## config.mk

```make
export PLATFORM = sky130hd
export DESIGN_NAME = prime_bus_master
export DESIGN_NICKNAME = d
export VERILOG_FILES = /design/src/rtl/prime_bus_master.sv
export SDC_FILE = /design/constraint.sdc
export NUM_CORES = 1
export LEC_CHECK = 0
export BUFFER_PORTS_ARGS = -buffer_cell sky130_fd_sc_hd__buf_2
export CAP_MARGIN = 5
export CORE_MARGIN = 1
export CORE_UTILIZATION = 25
export DETAILED_ROUTE_END_ITERATION = 7
export SYNTH_ARGS = -nofsm -noshare
export SYNTH_HDL_FRONTEND = slang
export SYNTH_SLANG_ARGS = --single-unit
```

## constraint.sdc

```tcl
create_clock -name clk -period 2.3 [get_ports clk]
set_input_delay 0.46 -clock clk [delete_from_list [all_inputs] [get_ports clk]]
set_output_delay 0.46 -clock clk [all_outputs]
set_load 0.02 [all_outputs]
```

## src/rtl/prime_bus_master.sv

```systemverilog
// Bus initiator for the prime-number peripheral: writes N to the argument
// register, polls status until DONE, reads the result word and returns the
// unpacked prime and found-counter on a single-cycle response port.
//
// state   | meaning
// --------+---------------------------------------------------------------
// IDLE    | waiting for a request, req_ready high
// WR      | write transaction: N to the argument register
// POLL    | read transaction: status register, counts polls
// GAP     | idle spacing between consecutive status reads
// RD      | read transaction: result register, unpack prime/count
// RESP    | resp_valid pulse for one cycle
//
// Every bus transaction runs SETUP (1) -> STROBE (STROBE_CYCLES) -> HOLD (1).
module prime_bus_master #(
   parameter int          STROBE_CYCLES = 2,
   parameter int          POLL_GAP      = 4,
   parameter int          MAX_POLLS     = 65535,
   parameter int          N_MAX         = 1000,
   parameter logic [15:0] ADDR_A        = 16'h00EC,
   parameter logic [15:0] ADDR_S        = 16'h0104,
   parameter logic [15:0] ADDR_W        = 16'h00FC,
   parameter int          DONE_CODE     = 5
) (
   input  logic        clk,
   input  logic        n_reset,
   input  logic        req_valid,
   input  logic [9:0]  req_n,
   output logic        req_ready,
   output logic        resp_valid,
   output logic [12:0] resp_prime,
   output logic [3:0]  resp_count,
   output logic        resp_err,
   output logic        busy,
   output logic [15:0] saddress,
   output logic        srd,
   output logic        swr,
   output logic [31:0] sdata_in,
   input  logic [31:0] sdata_out
);

   typedef enum logic [2:0] {
      ST_IDLE, ST_WR, ST_POLL, ST_GAP, ST_RD, ST_RESP
   } state_t;

   typedef enum logic [1:0] {
      PH_SETUP, PH_STROBE, PH_HOLD
   } phase_t;

   localparam logic [15:0] STROBE_LD  = 16'(STROBE_CYCLES - 1);
   localparam logic [15:0] GAP_LD     = (POLL_GAP > 0) ? 16'(POLL_GAP - 1) : 16'd0;
   localparam logic [15:0] POLL_LIMIT = 16'(MAX_POLLS);
   localparam logic [9:0]  N_LIMIT    = 10'(N_MAX);
   localparam logic [2:0]  DONE_VAL   = 3'(DONE_CODE);

   state_t      state, state_nxt;
   phase_t      phase, phase_nxt;
   logic [15:0] tmr, tmr_nxt;
   logic [15:0] poll_cnt;
   logic [15:0] poll_inc;
   logic [9:0]  n_lat;
   logic        started;
   logic        accept;
   logic        n_bad;
   logic        status_done;
   logic [12:0] rd_prime;
   logic        unused_bits;

   assign accept      = req_valid && req_ready;
   assign n_bad       = (req_n == 10'd0) || (req_n > N_LIMIT);
   assign poll_inc    = poll_cnt + 16'd1;
   assign status_done = (sdata_out[2:0] == DONE_VAL);
   assign rd_prime    = sdata_out[16:4];
   assign unused_bits = ^sdata_out[31:17];

   // State, transaction phase and down-counter registers
   always_ff @(posedge clk or negedge n_reset) begin
      if (!n_reset) begin
         state <= ST_IDLE;
         phase <= PH_SETUP;
         tmr   <= 16'd0;
      end else begin
         state <= state_nxt;
         phase <= phase_nxt;
         tmr   <= tmr_nxt;
      end
   end

   // Next-state logic; transactions advance on the phase, GAP on the timer
   always_comb begin
      state_nxt = state;
      phase_nxt = phase;
      tmr_nxt   = tmr;
      case (state)
         ST_IDLE: begin
            if (accept) begin
               state_nxt = n_bad ? ST_RESP : ST_WR;
               phase_nxt = PH_SETUP;
            end
         end
         ST_WR, ST_POLL, ST_RD: begin
            case (phase)
               PH_SETUP: begin
                  phase_nxt = PH_STROBE;
                  tmr_nxt   = STROBE_LD;
               end
               PH_STROBE: begin
                  if (tmr == 16'd0) phase_nxt = PH_HOLD;
                  else              tmr_nxt   = tmr - 16'd1;
               end
               default: begin
                  phase_nxt = PH_SETUP;
                  if (state == ST_WR)                state_nxt = ST_POLL;
                  else if (state == ST_RD)           state_nxt = ST_RESP;
                  else if (status_done)              state_nxt = ST_RD;
                  else if (poll_inc == POLL_LIMIT)   state_nxt = ST_RESP;
                  else if (POLL_GAP == 0)            state_nxt = ST_POLL;
                  else begin
                     state_nxt = ST_GAP;
                     tmr_nxt   = GAP_LD;
                  end
               end
            endcase
         end
         ST_GAP: begin
            if (tmr == 16'd0) state_nxt = ST_POLL;
            else              tmr_nxt   = tmr - 16'd1;
         end
         ST_RESP: state_nxt = ST_IDLE;
         default: state_nxt = ST_IDLE;
      endcase
   end

   // Bus and handshake outputs decoded from state/phase so reset drops them at once
   always_comb begin
      saddress   = 16'd0;
      sdata_in   = 32'd0;
      srd        = 1'b0;
      swr        = 1'b0;
      req_ready  = (state == ST_IDLE) && started;
      resp_valid = (state == ST_RESP);
      busy       = (state != ST_IDLE);
      case (state)
         ST_WR: begin
            saddress = ADDR_A;
            sdata_in = {22'd0, n_lat};
            swr      = (phase == PH_STROBE);
         end
         ST_POLL: begin
            saddress = ADDR_S;
            srd      = (phase == PH_STROBE);
         end
         ST_RD: begin
            saddress = ADDR_W;
            srd      = (phase == PH_STROBE);
         end
         default: ;
      endcase
   end

   // Request latch, poll counter and response registers
   always_ff @(posedge clk or negedge n_reset) begin
      if (!n_reset) begin
         started    <= 1'b0;
         n_lat      <= 10'd0;
         poll_cnt   <= 16'd0;
         resp_prime <= 13'd0;
         resp_count <= 4'd0;
         resp_err   <= 1'b0;
      end else begin
         started <= 1'b1;
         if (state == ST_IDLE && accept) begin
            n_lat    <= req_n;
            poll_cnt <= 16'd0;
            if (n_bad) begin
               resp_prime <= 13'd0;
               resp_count <= 4'd0;
               resp_err   <= 1'b1;
            end
         end
         if (state == ST_POLL && phase == PH_HOLD) begin
            poll_cnt <= poll_inc;
            if (!status_done && poll_inc == POLL_LIMIT) begin
               resp_prime <= 13'd0;
               resp_count <= 4'd0;
               resp_err   <= 1'b1;
            end
         end
         if (state == ST_RD && phase == PH_HOLD) begin
            resp_prime <= rd_prime;
            resp_count <= sdata_out[3:0];
            resp_err   <= (rd_prime == 13'd0);
         end
      end
   end

endmodule

```

# == Word-level counts from Yosys, hierarchy flattened ==
# Index checks and enable logic that the tools add are counted.
# totals
output_inout_bits,71
regBits,66
input_bits,45
elab_cells,93
# op_classes
n_eq_ne,17
reduce_logical,23
muxes,41
n_lt_le_gt_ge,1
add_sub_neg,2
# op_table
cell,n
2-to-1 mux 16 bit,7
2-to-1 mux 13 bit,5
one-hot mux 16 bit (2 select lines),2
one-hot mux 9 bit (3 select lines),1
2-to-1 mux 3 bit,8
2-to-1 mux 4 bit,5
"adder 16 x 1 -> 16 bit, second input constant",1
"equality test 16 bit, second input constant",1
logical NOT 16 bit,1
"inequality test 4 bit, second input constant",4
"subtractor 16 x 1 -> 16 bit, second input constant",1
logical NOT 13 bit,1
"> comparator 10 bit, second input constant",1
logical NOT 10 bit,1
2-to-1 mux 10 bit,1
"equality test 3 bit, second input constant",3
one-hot mux 3 bit (3 select lines),1
one-hot mux 2 bit (2 select lines),2
2-to-1 mux 1 bit,7
"equality test 3 x 2 -> 1 bit, second input constant",2
logical AND 1 bit,6
"inequality test 2 bit, second input constant",3
AND reduction 3 bit,2
nonzero test 2 bit,3
other kinds (13),15

# == Longest topological paths before layout ==
# depth
ltp_word,8
ltp_mapped,9
depth_no_buf,7

# == Worst setup path before layout ==
# Ideal clock, no wire load.
# synth_path
path_kind,reg-to-reg
from,register poll_cnt[0]
to,register resp_prime[10]
arrival_time_ps,2338
setup_slack_ps,-159
setup_time_ps,121
required_time_ps,2179
n_path_buf,2
path_stages_with_launch,9
period_less_slack_ps,2459
path_cell_list,dfrtp_1 > ha_1 > buf_2 > xnor2_1 > or4_4 > a2111oi_4 > a311oi_4 > buf_6 > a22o_1
# synth_between
elab_chain_len,6
# synth_rtl
element,line_no,rtl
from (decl),59,logic [15:0] poll_cnt;
from (signal assigned),182,poll_cnt <= poll_inc;
adder 16 x 1 -> 16 bit,71,assign poll_inc = poll_cnt + 16'd1;
equality test 16 bit,183,if (!status_done && poll_inc == POLL_LIMIT) begin
logical AND 1 bit,183,
2-to-1 mux 13 bit,183,
2-to-1 mux 13 bit,181,if (state == ST_POLL && phase == PH_HOLD) begin
2-to-1 mux 13 bit,189,if (state == ST_RD && phase == PH_HOLD) begin
to (signal assigned),190,resp_prime <= rd_prime;
to (decl),31,"output logic [12:0] resp_prime,"
# Every way passes these cells.
# A chain may end at the register's enable or synchronous reset.

# == Final worst setup path ==
# layout_path
from,register poll_cnt[0]
to,register resp_prime[4]
# Same word-level chain as after synthesis.

==> metrics.csv <==
metric,value,unit
period_share,100,%
outcome,"complete, but fails checks",
grt_usage,12.9,%
critPathKind,reg2reg,
cp-end-kind,register,
startpoint_type,register,
clk_path_buf_depth,2,
syn_avg_cell_area,9.08,µm²
slowest_stage,or4_4,
fill_cells,1561,
placed_area,4510,µm²
drtIter0Drc,161,
ir_worst_vdd,0.312,mV
grt_setup_unrepaired,yes,
instances_no_fill,716,
multi_input_area,2070,µm²
synth_cells,427,
drt-vias-per-instance,4.88,
cp_cell_sequence,inv_2 > ha_1 > nand3_1 > or4_4 > a2111oi_4 > buf_4 > a311oi_4 > buf_12 > a22o_1,
cts_root_buf,clkbuf_16,
grt_antenna_before_repair,0,
final_cell_mix,"69 x buf_2, 62 x dfrtp_1, 35 x o21ai_0, 32 x conb_1, 32 x buf_4",
layout_commonest_cell,buf_2,
crit_fanout,18,
maxSlewViolCount,0,
grt_pass1_wl,16400,µm
ant_nets,0,
synth_edf_count,0,
setup_viol,2,
regToRegStartpoint,poll_cnt[0],
final_util,32.8,%
wire_per_inst,14.0,µm
yosys_warnings,0,
cp.required,2.52,ns
die_h,127,µm
cp_num_buf_inv,3,
grt_max_degree,67,
coreArea,15100,µm²
dr.pass1.iters,5,
start_util,25.6,%
htree_num_levels,3,
hold_viol_final,0,
finClkSkew,0.00774,ns
async_reset_ff_share,100,%
drive_gt1_share,31.1,%
synth_cell_type_count,53,
cts.sinks,66,
die_area,16000,µm²
drc,0,
grt_overflow,0,
totalWireLength,10000,µm
clkTransAtPathRegs,0.06,ns
grt_pass1_vias,3303,
maxCapViolCount,0,
ff_latch_area,1660,µm²
io_buffers,69,
antennaDiodeCount,0,
worstSetupStartpoint,poll_cnt[0],
power,2.57,mW
dieWidth,127,µm
dp_cells,695,
syn_area,3880,µm²
holdWs,0.119,ns
rows,45,
crit_family,compound AO/OA/AOI/OAI gates,
post-dp-hpwl,6960,µm
ys_seq_elements,66,
finalWorstSetupSlack,-0.00516,ns
synth-seq-area-share,42.6,%
numCtsBuffers,9,
setup_tns,-0.00568,ns
p_leak,2.30,nW
ios,116,
clk-insertion-delay-late,0.34,ns
powerDensity,519,nW/µm²
holdCritPathClass,in2async,
period_needed,2.31,ns
cp_slowest_stage_delay,0.50,ns
max_freq,0.434,GHz
arrival,2.52,ns
pre_cts_slack,-0.111,ns
gp_congestion,0.854,
synth_top_flop_cell,dfrtp_1,
route.vias.total,3494,
fin_area,4960,µm²
nets,572,
cts_tree,built,
failed_checks,negative setup slack,
area_growth,28.1,%
-- cells in the mapped netlist (3+ instances only) --
cell type | number | share of area (%)
dfrtp_1 | 66 | 43
o21ai_0 | 35 | 4.5
buf_4 | 34 | 6.6
nor2_1 | 33 | 3.2
nand2_1 | 25 | 2.4
a21oi_1 | 23 | 3.0
nand3_1 | 19 | 2.5
a22o_1 | 17 | 3.8
a31oi_1 | 17 | 2.7
inv_1 | 16 | 1.5
and2_1 | 15 | 2.4
clkbuf_1 | 12 | 1.2
nor3_1 | 12 | 1.5
o31ai_1 | 12 | 2.3
mux2_2 | 11 | 3.2
nor4_1 | 8 | 1.3
and3_1 | 7 | 1.1
nand4_1 | 6 | 0.97
xnor2_1 | 5 | 1.1
ha_1 | 4 | 1.3
nor2b_1 | 4 | 0.65
or2_2 | 4 | 0.65
o211ai_1 | 3 | 0.58
or3_1 | 3 | 0.48
-- cell type report --
cell class	count	share of cell area, %
Timing Repair Buffer	106	13.3
Multi-Input combinational cell	324	41.8
Sequential cell	66	33.4
Tap cell	188	4.74
Inverter	16	1.21
Clock inverter	7	1.11
Clock buffer	9	4.54
-- cell families (layout without fill, tap and decap cells) --
family | count (synthesis) | in the layout | share of synthesized area [%]
simple gates | 147 | 147 | 19.5
flops | 66 | 66 | 42.6
fa+ha+maj | 5 | 5 | 1.55
other cells | 2 | 32 | 0.194
buf+inv | 67 | 138 | 10.1
mux | 11 | 11 | 3.20
compound gates | 123 | 123 | 21.5
xor+xnor | 6 | 6 | 1.36
-- routing by layer --
| metal | global-route usage [%] | share of wire [%] |
|---|---|---|
| met5 | 0 | 0 |
| met4 | 5.53 | 1.5 |
| met3 | 2.87 | 4.5 |
| met2 | 20.6 | 46 |
| met1 | 16.7 | 48 |
-- final timing paths --
| kind | endpoint | slack [ns] | depth (start not counted) |
|---|---|---|---|
| worst max-delay path | resp_prime[4] | -0.005 | 9 |
| worst min-delay path | resp_prime[9] | 0.12 | 2 |
| worst max register to register | resp_prime[4] | -0.005 | 9 |
| worst min register to register | resp_count[0] | 0.49 | 1 |
| max in group asynchronous | poll_cnt[1] | 1.82 | 2 |
| min in group clk | resp_count[3] | 0.36 | 2 |
-- power breakdown --
group	internal, mW	switching [mW]	leakage (nW)
clock network	0.734	0.562	0.120
registers	1.16	0.000367	0.756
logic	0.0261	0.0906	1.42
total	1.92	0.653	2.30
-- state kept, by name, indices dropped and copies added, names as in the netlist --
register and count:
phase 2, started 1, resp_prime 13, resp_err 1, poll_cnt 16, tmr 16
resp_count 4, n_lat 10, state 3
-- repair_timing --
item | in CTS | in global routing
pin swaps | 2 | 3
resized for setup | 5 | 23
hold endpoints to repair | 0 | 0
hold buffers | 0 | 0
buffers inserted | 3 | 1
endpoints found under the setup margin | 38 | 44
cloned | 0 | 1
(Power assumes the default switching activity.)
